[src/rtl/comm_link_rx_assembler.sv]
// rtl/comm_link_rx_assembler.sv - comm link receive beat-pair assembler with word FIFO and credit token return
//
// Purpose:
//   Pairs consecutive 2-channel link beats into one core word.
//   The first beat lands in bits [2*CH_WIDTH-1:0] and the second beat in the upper half.
//   Completed words are buffered in a FIFO_DEPTH-entry receive FIFO.
//   The core drains the FIFO through a valid/yumi handshake.
//   Every TOKEN_RATIO words the core consumes, one credit is returned to the transmitter
//   by toggling io_token_o.
//
// Ports:
//   clk            link-side clock, all state on posedge
//   rst            synchronous active-high reset
//   io_valid_i     one beat present this cycle
//   io_data_ch0_i  channel 0 beat data (low half of the beat)
//   io_data_ch1_i  channel 1 beat data (high half of the beat)
//   core_data_o    FIFO head word
//   core_valid_o   FIFO non-empty
//   core_yumi_i    core consumes the head word this cycle
//   io_token_o     credit-return token level
//   count_o        words currently buffered
//   overflow_o     sticky: a completed word was dropped because the FIFO was full

module comm_link_rx_assembler #(
    parameter int FIFO_DEPTH  = 8,
    parameter int TOKEN_RATIO = 4,
    parameter int CH_WIDTH    = 16
) (
    input  logic                          clk,
    input  logic                          rst,
    input  logic                          io_valid_i,
    input  logic [CH_WIDTH-1:0]           io_data_ch0_i,
    input  logic [CH_WIDTH-1:0]           io_data_ch1_i,
    output logic [4*CH_WIDTH-1:0]         core_data_o,
    output logic                          core_valid_o,
    input  logic                          core_yumi_i,
    output logic                          io_token_o,
    output logic [$clog2(FIFO_DEPTH):0]   count_o,
    output logic                          overflow_o
);

    localparam int AW = $clog2(FIFO_DEPTH);
    localparam int CW = AW + 1;
    localparam int BW = 2 * CH_WIDTH;
    localparam int WW = 4 * CH_WIDTH;
    // A ratio of 1 would give a zero-width counter; keep one bit and let it sit at 0.
    localparam int TW = (TOKEN_RATIO > 1) ? $clog2(TOKEN_RATIO) : 1;

    localparam logic [CW-1:0] DEPTH_C  = CW'(FIFO_DEPTH);
    localparam logic [TW-1:0] TOK_LAST = TW'(TOKEN_RATIO - 1);

    typedef enum logic {
        ST_EVEN = 1'b0,
        ST_ODD  = 1'b1
    } asm_state_t;

    asm_state_t     state_r;
    logic [BW-1:0]  lo_r;
    logic [WW-1:0]  mem [FIFO_DEPTH];
    logic [AW-1:0]  wr_ptr_r;
    logic [AW-1:0]  rd_ptr_r;
    logic [CW-1:0]  count_r;
    logic [TW-1:0]  tok_cnt_r;
    logic           token_r;
    logic           overflow_r;

    logic           pop;
    logic           word_done;
    logic           push;
    logic [WW-1:0]  word;

    // Empty/full come from the occupancy count.
    // Pointer equality is ambiguous once the pointers wrap.
    assign core_valid_o = (count_r != '0);
    assign pop          = core_yumi_i && core_valid_o;
    assign word_done    = (state_r == ST_ODD) && io_valid_i;
    assign word         = {io_data_ch1_i, io_data_ch0_i, lo_r};
    // When full, a same-cycle pop frees the slot the new word needs.
    assign push         = word_done && ((count_r < DEPTH_C) || pop);

    assign core_data_o  = mem[rd_ptr_r];
    assign count_o      = count_r;
    assign io_token_o   = token_r;
    assign overflow_o   = overflow_r;

    // Beat pairing, FIFO bookkeeping and credit return.
    always_ff @(posedge clk) begin
        if (rst) begin
            state_r    <= ST_EVEN;
            lo_r       <= '0;
            wr_ptr_r   <= '0;
            rd_ptr_r   <= '0;
            count_r    <= '0;
            tok_cnt_r  <= '0;
            token_r    <= 1'b0;
            overflow_r <= 1'b0;
        end else begin
            // Idle cycles hold both the state and the stored first beat.
            if (io_valid_i) begin
                case (state_r)
                    ST_EVEN: begin
                        lo_r    <= {io_data_ch1_i, io_data_ch0_i};
                        state_r <= ST_ODD;
                    end
                    default: begin
                        state_r <= ST_EVEN;
                    end
                endcase
            end

            if (word_done && !push) begin
                overflow_r <= 1'b1;
            end

            if (push) begin
                wr_ptr_r <= wr_ptr_r + AW'(1);
            end

            if (pop) begin
                rd_ptr_r <= rd_ptr_r + AW'(1);
                if (tok_cnt_r == TOK_LAST) begin
                    tok_cnt_r <= '0;
                    token_r   <= ~token_r;
                end else begin
                    tok_cnt_r <= tok_cnt_r + TW'(1);
                end
            end

            case ({push, pop})
                2'b10:   count_r <= count_r + CW'(1);
                2'b01:   count_r <= count_r - CW'(1);
                default: count_r <= count_r;
            endcase
        end
    end

    // Storage array has no reset.
    // The contents are never observed while count is zero.
    always_ff @(posedge clk) begin
        if (!rst && push) begin
            mem[wr_ptr_r] <= word;
        end
    end

endmodule

[config.mk]
export PLATFORM = sky130hd
export DESIGN_NAME = comm_link_rx_assembler
export DESIGN_NICKNAME = d
export VERILOG_FILES = /design/src/rtl/comm_link_rx_assembler.sv
export SDC_FILE = /design/constraint.sdc
export NUM_CORES = 1
export LEC_CHECK = 0
export BUFFER_PORTS_ARGS = -buffer_cell sky130_fd_sc_hd__clkbuf_2
export CAP_MARGIN = 0
export CORE_AREA = 2 2 249 350
export DETAILED_ROUTE_END_ITERATION = 10
export DIE_AREA = 0 0 251 352
export PLACE_DENSITY = 0.45
export SKIP_CTS_REPAIR_TIMING = 1
export SYNTH_ARGS = -nofsm -noshare
export SYNTH_HDL_FRONTEND = slang
export SYNTH_SLANG_ARGS = --single-unit
[constraint.sdc]
create_clock -name clk -period 7.7 [get_ports clk]
set_input_delay 0.385 -clock clk [delete_from_list [all_inputs] [get_ports clk]]
set_output_delay 0.385 -clock clk [all_outputs]
set_load 0.02 [all_outputs]
Word level (Yosys, flattened, before mapping). Memory sizes are Yosys's and may differ from the RTL's. A register that Yosys moved wholly into a read port is not among the register bits. Cells that the tools add are included.

Register bits after elaboration: 47. Bits in writable memories: 512. Word-level logic and storage cells: 39. Memories kept: 1.

$add $sub $neg: 5. $lt $le $gt $ge: 1. Equal/unequal tests: 3. Multiplexer cells: 7. Bitwise operators: 2. Reduce and logical (&&, ||, !) cells: 12.

Memories: mem (words 8, bits a word 64, read ports 1, clocked after Yosys merged registers in 1, write ports 1, RTL line 59) `logic [WW-1:0] mem [FIFO_DEPTH];`.

Operator list (number): 4-bit one-hot mux with 2 select lines (1); 3-bit by 1-bit adder with 3-bit output, second input constant (2); 3-bit two-way mux (2); 1-bit logical AND (5); 4-bit by 1-bit adder with 4-bit output, second input constant (1); 2-bit == test, second input constant (2); 4-bit less-than comparator, second input constant (1); 2-bit AND reduction (2); 4-bit nonzero test (1); 4-bit by 1-bit subtractor with 4-bit output, second input constant (1); 1-bit two-way mux (3); 2-bit by 1-bit adder with 2-bit output, second input constant (1); 2-bit by 1-bit == test with 1-bit output, second input constant (1); 1-bit zero test (2); 2-bit two-way mux (1); 1-bit NOT (2); 2-bit nonzero test (1); 1-bit logical OR (1).

Longest topological paths before layout. Gate-level depths: netlist of run 1.

Depth after elaboration: 7. Mapped depth: 10.

Worst setup path after synthesis of run 1. No wires, ideal clock.

Kind: register to register. Start: register count_r[3], in the netlist count_o[3]. End: memory mem[4][0] (netlist bit), enable pin. Library setup time: 565 ps. Data arrival time: 5647 ps. Path slack: 1488 ps. Stages on the path, launching flop included: 5. Buffers on the path: 0. Period minus slack after synthesis: 6212 ps. Path through: dfxtp_1 > or2b_1 > nand3_1 > or3b_2 > nor3_1.

Cells in the longest elaborated chain, start to end: 7.

RTL lines: start, declared (RTL line 62) `logic [CW-1:0] count_r;`; start signal, assigned (RTL line 130) `2'b10: count_r <= count_r + CW'(1);`; start signal, assigned (RTL line 131) `2'b01: count_r <= count_r - CW'(1);`; start signal, assigned (RTL line 132) `default: count_r <= count_r;`; branches (longest 2 deep; another with 4-bit less-than comparator); 1-bit logical OR (*) (RTL line 79) `assign push = word_done && ((count_r < DEPTH_C) || pop);`; 1-bit logical AND (*) (RTL line 79); 1-bit logical AND (*) (RTL line 140) `if (!rst && push) begin`; 1-bit two-way mux (*) (RTL line 140); 1-bit two-way mux (not written as such) (*) (RTL line 141) `mem[wr_ptr_r] <= word;`; end, declared (RTL line 59).

Mark *: on every way between the ends.

==> results of run 1 <==
-- flip-flops by register name, indices dropped and copies added (netlist names), named ones only --
name and flops:
count_o 4, io_token_o 1, lo_r 32, mem 512, overflow_o 1, rd_ptr_r 3, state_r 1, tok_cnt_r 2
wr_ptr_r 3
-- worst min-delay path by stage --
| stage | from | endpoint | slack [ns] | depth (start not counted) |
|---|---|---|---|---|
| floorplan | tok_cnt_r[1]$_SDFFE_PP0P_ | tok_cnt_r[1]$_SDFFE_PP0P_ | 0.44 | 2 |
| global placement | tok_cnt_r[1]$_SDFFE_PP0P_ | tok_cnt_r[1]$_SDFFE_PP0P_ | 0.45 | 2 |
| detailed placement | tok_cnt_r[1]$_SDFFE_PP0P_ | tok_cnt_r[1]$_SDFFE_PP0P_ | 0.46 | 2 |
| CTS | io_data_ch0_i[7] | mem[3][39]$_DFFE_PP_ | 0.05 | 1 |
| global route | io_data_ch0_i[7] | mem[5][39]$_DFFE_PP_ | 0.08 | 1 |
| finish | io_data_ch0_i[11] | mem[3][43]$_DFFE_PP_ | 0.09 | 1 |
-- stage by stage --
| stage | instances | power (W) | worst slack (ns) |
|---|---|---|---|
| 2_1_floorplan | 975 | 0.00438 | 1.49 |
| 3_3_place_gp | 2142 | 0.00470 | 4.23 |
| 3_5_place_dp | 2142 | 0.00470 | 4.16 |
| 4_1_cts | 2240 | 0.00721 | 3.90 |
| 5_1_grt | 2240 | 0.00737 | 3.82 |
| 6_report | 2240 | 0.00706 | 4.06 |
-- layout by cell type, fill, tap and decap left out, types with 7 or more instances in the layout --
cell       netlist  routed
xor2_1           7       7
clkbuf_1        21      27
clkbuf_8         0       8
clkbuf_16        0      53
clkbuf_2         0     106
nand2_1         74      74
mux4_2         128     128
buf_4            2      13
nor2_1          17      11
mux2_2          65      65
a21oi_1         38      38
dfxtp_1         50      47
edfxtp_1       512     512
-- power by group --
group | switching [W] | leakage [nW] | internal [W]
Clock | 0.00109 | 0.791 | 0.00139
Sequential | 0.0000774 | 5.05 | 0.00336
Combinational | 0.000592 | 1.73 | 0.000550
Total | 0.00176 | 7.57 | 0.00530
-- metal layers --
metal	wire (µm)	global-route usage (%)
met3	2010	2.22
met4	995	2.95
met2	24400	18.7
met1	20600	14.0
met5	21	0
-- final cells by class --
class / instances / area [µm²] / area share, %
Tap cell: 1096 / 1370 / 5.58
Clock inverter: 10 / 85.1 / 0.346
Multi-Input combinational cell: 362 / 4540 / 18.5
Sequential cell: 562 / 16400 / 66.7
Timing Repair Buffer: 120 / 648 / 2.64
Clock buffer: 88 / 1540 / 6.26
Inverter: 2 / 7.51 / 0.0305
-- worst reg2reg max path: stages (launching register included) --
cell and delay [ns]:
dfxtp_1 0.35, or2b_1 0.19, nand3_1 0.25, or3b_2 0.65
nor3_2 0.68, buf_4 0.83
-- kinds of logic after synthesis --
group,Yosys count,synth area share (%)
AO/OA/AOI/OAI,43,1.05
adder cells (fa/ha/maj),6,0.355
multiplexers,195,17.2
flip-flops,562,77.5
AND/OR/NAND/NOR,110,2.23
XOR/XNOR,8,0.331
buffers and inverters,51,1.38
==> results.cfg, run 1 <==
[synth]
syn-mean-instance-area_um2 = 21.7
synth.distinct_cells = 31
ys_warn_count = 0
postSynth.asyncResetShare_pct = 0
yosysSeqAreaShare_pct = 77.5
synth.net_count = 1017
netlist_instances = 975
ys.flop_type = edfxtp_1
yosys.area.top_type = edfxtp_1
synth_edf_count = 512
synth_common_cells = edfxtp_1 (512), mux4_2 (128), nand2_1 (74)
ys_ff_latch = 562
synthTopCellsByArea = edfxtp_1 (73%), mux4_2 (14%), dfxtp_1 (4.7%), mux2_2 (3.5%), nand2_1 (1.3%)
yosysMostFrequentCell = edfxtp_1
yosysTopAreaCellShare_pct = 72.7
synthesis.area_um2 = 21100

[worst_setup_path]
r2r-end = mem[4][0]$_DFFE_PP_
rrSetupSlack_ns = 4.29
path_delay_family = multiplexers
worst-path-stages = 4
path_cells = buf_12, mux4_2, mux2_2, clkbuf_2
slowest_stage = buf_12
worst-path-buf-inv = 2
reg2reg_depth = 5
arrival_ns = 3.26
endpoint_kind = output port
crit_fanout = 108
reg2reg_from = count_o[3]$_SDFFE_PP0P_
worstSetupPathType = reg -> out
cp-start-kind = register
critical-path-max-stage-delay_ns = 0.73
endpoint = core_data_o[33]
cp.required_ns = 7.32

[place]
port_buffers = 106
dp_hpwl_um = 26400
placed_area_um2 = 23000
gp_congestion = 0.662

[timing]
clock-skew-final_ns = 0.0117
tns_ns = 0
period_minus_slack_ns = 3.64
whs_ns = 0.0943
timing.fmax_mhz = 275
worst_pin_slew_ns = 1.15
post-route-period-util_pct = 47.3
hold_viol_final = 0
rsz0062_at_grt = no
finalSetupViolCount = 0
slew_headroom_pct = 23.6
drv_slew = 0

[global_route]
grt_max_degree = 109
grt_pass1_wl_um = 71300
grt_antenna_before_repair = 2
grt_use_total_pct = 10.9
gr-total-overflow = 0
grt_pass1_vias = 10449

[floorplanning]
row_count = 127
io_pins = 107
die_w_um = 251
dieArea_um2 = 88400
core-area_um2 = 85200
start_util_pct = 24.8
die_h_um = 352

[detailed_routing]
via_per_inst = 4.29
antenna_left = 0
routedWlPerCell_um = 21.4
vias = 9619
drc = 0
wl_um = 48000
drt-initial-drc-count = 587
firstDrtPassIters = 4

[layout]
area_growth_pct = 16.2
layout-drive-gt1-share_pct = 34.8
stdcell_area_um2 = 24600
num-nets-final = 1142
nFillCells = 8402
insertedDiodeCount = 0
final_util_pct = 28.9

[clock_network]
cts.sinks = 562
cts_buffers = 52
cts_tree = done
cts_root_buf = clkbuf_16
cts-htree-levels = 2
path_clk_slew_ns = 0.06
clock_latency_ns = 0.60
cts_max_path_buffers = 3

[outcome]
run_status = finished, final reports clean

[min_path]
hold_class = in -> reg

[job]
maxCapViolations = 0

[power]
peakVddDrop_mv = 0.191
power.leakage_nw = 7.57
power_density_nw_per_um2 = 287
Note: power is estimated with default switching activity, not from simulation.
==> run 2: changes to the inputs <==
Settings changed: ABC_AREA set to 1, CORE_AREA 2 2 249 350 to 2 2 253 355, DIE_AREA 0 0 251 352 to 0 0 255 357.
Clock period 7.7 ns to 3.4 ns, I/O delays scaled along.
==> results.cfg, run 2 <==
[power]
pwr-share-comb_pct = 23.0
power.leakage_nw = 8.73
power_density_nw_per_um2 = 688
swShare_pct = 31.9
p_seq_share_pct = 44.9
peakVddDrop_mv = 0.388
netSwitchingPower_w = 0.00566
clkPwrFrac_pct = 32.1
power.total_w = 0.0177
intPower_w = 0.0121

[synth]
yosys.area.top_type = edfxtp_1
synth.distinct_cells = 26
synthesis.area_um2 = 21800
synth_edf_count = 512
ys_ff_latch = 562
yosysSeqAreaShare_pct = 75.1
syn-mean-instance-area_um2 = 12.9
ys.flop_type = edfxtp_1
yosysTopAreaCellShare_pct = 70.5
synth_common_cells = edfxtp_1 (512), nor2_1 (346), o21ai_0 (265)
synth.net_count = 1737
ys_warn_count = 0
postSynth.asyncResetShare_pct = 0
netlist_instances = 1695
yosysMostFrequentCell = edfxtp_1
synthTopCellsByArea = edfxtp_1 (70%), o21ai_0 (6.1%), nor2_1 (6.0%), dfxtp_1 (4.6%), nand2_1 (3.6%)

[floorplanning]
core-area_um2 = 88000
die_h_um = 357
row_count = 129
dieArea_um2 = 91000
io_pins = 107
die_w_um = 255
start_util_pct = 24.8

[job]
maxCapViolations = 0

[timing]
timing.fmax_mhz = 347
slew_headroom_pct = 25.3
worst_pin_slew_ns = 1.12
hold_viol_final = 0
post-route-period-util_pct = 84.8
rsz0062_at_grt = no
drv_slew = 0
whs_ns = 0.0570
period_minus_slack_ns = 2.88
finalSetupViolCount = 0
clock-skew-final_ns = 0.0303

[worst_setup_path]
path_cells = buf_12, nor2_1, nor2_1, o21ai_0, o21ai_1, nand2_1, nand2_1, clkbuf_2
critical-path-max-stage-delay_ns = 0.62
worstSetupPathType = reg -> out
cp-start-kind = register
worst-path-buf-inv = 2
endpoint_kind = output port
slowest_stage = dfxtp_4
cp.required_ns = 3.23
path_delay_family = buffers and inverters
crit_fanout = 112
arrival_ns = 2.71

[min_path]
hold_class = in -> reg

[layout]
area_growth_pct = 18.2
fin_cells = 3036
final_util_pct = 29.3
layout-drive-gt1-share_pct = 12.0
largest-register = mem
multi_input_comb_area_um2 = 4910
nFillCells = 8860
insertedDiodeCount = 0
num-nets-final = 1857
final_common_cell = edfxtp_1
mostFrequentLayoutCells = edfxtp_1 (512), nor2_1 (337), o21ai_0 (265)
regArea_um2 = 16400
largest_reg_flops = 512
stdcell_area_um2 = 25800

[outcome]
run_status = finished, final reports clean

[clock_network]
cts-htree-levels = 2
path_clk_slew_ns = 0.06
cts_max_path_buffers = 3
cts_tree = done
cts_buffers = 53
cts_root_buf = clkbuf_16
clock_latency_ns = 0.60
cts.sinks = 562

[global_route]
grt_use_total_pct = 12.7
grt_max_degree = 113
grt_pass1_wl_um = 86100
gr-total-overflow = 0
grt_antenna_before_repair = 0
grt_pass1_vias = 13239

[detailed_routing]
antenna_left = 0
firstDrtPassIters = 4
via_per_inst = 4.41
routedWlPerCell_um = 19.2
drt-initial-drc-count = 812
drc = 0
wl_um = 58200
vias = 13377

[place]
gp_congestion = 0.730
dp_hpwl_um = 32900
dp_cells = 2904
port_buffers = 106
placed_area_um2 = 23800
==> run 2: changes by cell type in the layout (fill, tap and decap cells not counted), moves of 29 or more <==
cell           change
o21ai_1           +31
o21ai_0          +262
dlygate4sd3_1     +35
nand2_1          +138
mux2_2            -65
a21oi_1           -29
nor2_1           +326
mux2i_1           +62
mux4_2           -128
o22ai_1           +64
==> run 2: through the flow <==
stage	setup slack [ns]	setup TNS (ns)
6_report	0.517	0
5_1_grt	0.339	0
4_1_cts	0.457	0
3_5_place_dp	0.804	0
3_3_place_gp	0.887	0
2_1_floorplan	-1.06	-272.33
==> run 2: worst paths after layout <==
kind / from / endpoint / slack [ns] / cells after the start
setup / recovery: register / core_data_o[6] / 0.52 / 8
setup reg to reg: count_o[3]$_SDFFE_PP0P_ / mem[2][26]$_DFFE_PP_ / 0.80 / 8
hold / removal: core_yumi_i / tok_cnt_r[1]$_SDFFE_PP0P_ / 0.06 / 4
hold reg to reg: rd_ptr_r[2]$_SDFFE_PP0P_ / register / 0.47 / 2
==> run 2: power groups by stage <==
| stage | Combinational, W | Sequential, W | Clock, W |
|---|---|---|---|
| floorplan | 0.00284 | 0.00794 | 0 |
| global placement | 0.00412 | 0.00810 | 0 |
| detailed placement | 0.00416 | 0.00812 | 0 |
| CTS | 0.00418 | 0.00797 | 0.00587 |
| global route | 0.00458 | 0.00798 | 0.00611 |
| finish | 0.00409 | 0.00796 | 0.00570 |
==> run 2: cells by family after synthesis <==
| family | count (synthesis) | synth area share (%) |
|---|---|---|
| AO/OA/AOI/OAI | 371 | 8.91 |
| XOR/XNOR | 4 | 0.161 |
| adder cells (fa/ha/maj) | 6 | 0.344 |
| buffers and inverters | 119 | 2.70 |
| flip-flops | 562 | 75.1 |
| multiplexers | 64 | 2.94 |
| AND/OR/NAND/NOR | 569 | 9.87 |
==> run 2: per-layer routing <==
layer / global-route usage [%] / share of wire (%) / vias to the layer above
met1: 15.6 / 42 / 6728
li1: - / - / 6317
met5: 0 / 0 / -
met2: 22.3 / 51 / 237
met4: 4.82 / 3.5 / 0
met3: 1.71 / 3.2 / 95
==> run 2: cell type report <==
class / instances / area share, %
multi-input cells: 1014 / 19.1
clock inverters: 27 / 0.850
repair buffers: 167 / 4.95
inverters: 17 / 0.267
clock buffers: 70 / 5.59
well taps: 1179 / 5.72
flip-flops and latches: 562 / 63.6
==> run 2: worst register-to-register path, stage by stage (launching register included) <==
cell and delay (ns):
dfxtp_1 0.45, nor2_1 0.10, nand3_1 0.11, nand2_1 0.13, nand2_1 0.13, nand2_1 0.14, or2_2 0.41, nor2_4 0.58
buf_12 0.27
==> run 3: changes to the inputs <==
Clock period 3.4 ns to 2.7 ns, I/O delays scaled along.
==> results.cfg, run 3 (same netlist as run 2, synthesis figures left out) <==
[worst_setup_path]
rrSetupSlack_ns = 0.47
reg2reg_from = count_o[3]$_SDFFE_PP0P_
r2r-end = mem[1][57]$_DFFE_PP_
cp-start-kind = register
reg2reg_depth = 7
worstSetupPathType = reg -> out
cp.required_ns = 2.57
arrival_ns = 2.41
endpoint_kind = output port
crit_fanout = 57

[floorplanning]
dieArea_um2 = 91000
start_util_pct = 24.8
die_h_um = 357
row_count = 129
io_pins = 107
core-area_um2 = 88000
die_w_um = 255

[power]
peakVddDrop_mv = 0.521
power_density_nw_per_um2 = 863
intPower_w = 0.0153
netSwitchingPower_w = 0.00707
p_seq_share_pct = 44.4
pwr-share-comb_pct = 24.2
swShare_pct = 31.6
clkPwrFrac_pct = 31.4
power.leakage_nw = 8.76

[timing]
timing.fmax_mhz = 394
hold_viol_final = 1
post-route-period-util_pct = 94.1
period_minus_slack_ns = 2.54
whs_ns = -0.0253
clock-skew-final_ns = 0.0185
tns_ns = 0
finalSetupViolCount = 0
rsz0062_at_grt = no
worst_pin_slew_ns = 0.876
drv_slew = 0
slew_headroom_pct = 41.6

[min_path]
holdPathStages = 4
hold_end = tok_cnt_r[1]$_SDFFE_PP0P_
hold_class = in -> reg
hp-start = core_yumi_i

[global_route]
grt_antenna_before_repair = 1
grt_use_total_pct = 11.9
gr-total-overflow = 0
grt_pass1_wl_um = 82100
grt_max_degree = 110
grt_pass1_vias = 12973

[clock_network]
path_clk_slew_ns = 0.06
cts.sinks = 562
cts-htree-levels = 2
cts_root_buf = clkbuf_16
clock_latency_ns = 0.59
cts_tree = done
cts_buffers = 52
cts_max_path_buffers = 3

[layout]
layout-drive-gt1-share_pct = 12.5
final_common_cell = edfxtp_1
nFillCells = 8810
num-nets-final = 1863
largest_reg_flops = 512
area_growth_pct = 18.6
final_util_pct = 29.4
largest-register = mem
mostFrequentLayoutCells = edfxtp_1 (512), nor2_1 (337), o21ai_0 (264)

[detailed_routing]
vias = 13121
via_per_inst = 4.31
routedWlPerCell_um = 18.1
firstDrtPassIters = 4
antenna_left = 0
wl_um = 55200
drt-initial-drc-count = 945
drc = 0

[outcome]
run_status = complete, but fails checks
violations = negative hold slack

[place]
gp_congestion = 0.705
port_buffers = 106
dp_hpwl_um = 30400

[job]
maxCapViolations = 0
## run 3: routing by layer
metal,global-route usage (%),vias up,wire length [µm]
met1,15.5,6539,24900
met2,20.7,191,27700
met3,1.61,60,1590
li1,-,6331,-
met4,2.92,0,954
met5,0,-,0
## run 3: worst max path at each step
stage | depth (start not counted) | to | start | slack (ns)
final | 8 | core_data_o[60] | register | 0.16
after global routing | 8 | core_data_o[60] | register | 0.03
after CTS | 7 | core_data_o[60] | register | -0.1
after detailed placement | 7 | mem[1][53]$_DFFE_PP_ | count_o[3]$_SDFFE_PP0P_ | 0.45
after global placement | 7 | mem[1][48]$_DFFE_PP_ | count_o[3]$_SDFFE_PP0P_ | 0.50
after floorplan | 6 | mem[1][0]$_DFFE_PP_ | count_o[3]$_SDFFE_PP0P_ | 0.08
## run 3: power groups by stage
stage / logic [W] / registers [W] / clock network [W]
after floorplan: 0.00358 / 0.0100 / 0
after global placement: 0.00540 / 0.0101 / 0
after detailed placement: 0.00544 / 0.0101 / 0
after CTS: 0.00546 / 0.00992 / 0.00722
after global routing: 0.00605 / 0.00994 / 0.00751
final: 0.00541 / 0.00991 / 0.00702
## run 3: critical path: stages, from the launching register on
cell	delay, ns
dfxtp_4	0.43
inv_8	0.34
buf_12	0.26
buf_4	0.20
nor2_1	0.05
o22ai_1	0.15
nand2_1	0.06
nand2_1	0.11
clkbuf_2	0.18
## run 3: final cells by class
class                   count  area [µm²]  share of cell area, %
flip-flops and latches    562       16400                   63.4
multi-input cells        1014        4920                   19.0
well taps                1179        1480                   5.70
repair buffers            174        1410                   5.44
clock buffers              67        1400                   5.41
clock inverters            30         201                  0.779
inverters                  17        72.6                  0.280
diodes                      1        2.50                0.00967
## run 3: metrics by stage
stage               cell area [µm²]  cells  setup WS (ns)  total power (W)
floorplan                     21900   1695         0.0826           0.0136
global placement              23900   2911          0.498           0.0155
detailed placement            23900   2911          0.454           0.0155
CTS                           25500   3008        -0.0992           0.0226
global route                  25900   3044         0.0265           0.0235
finish                        25900   3044          0.160           0.0223
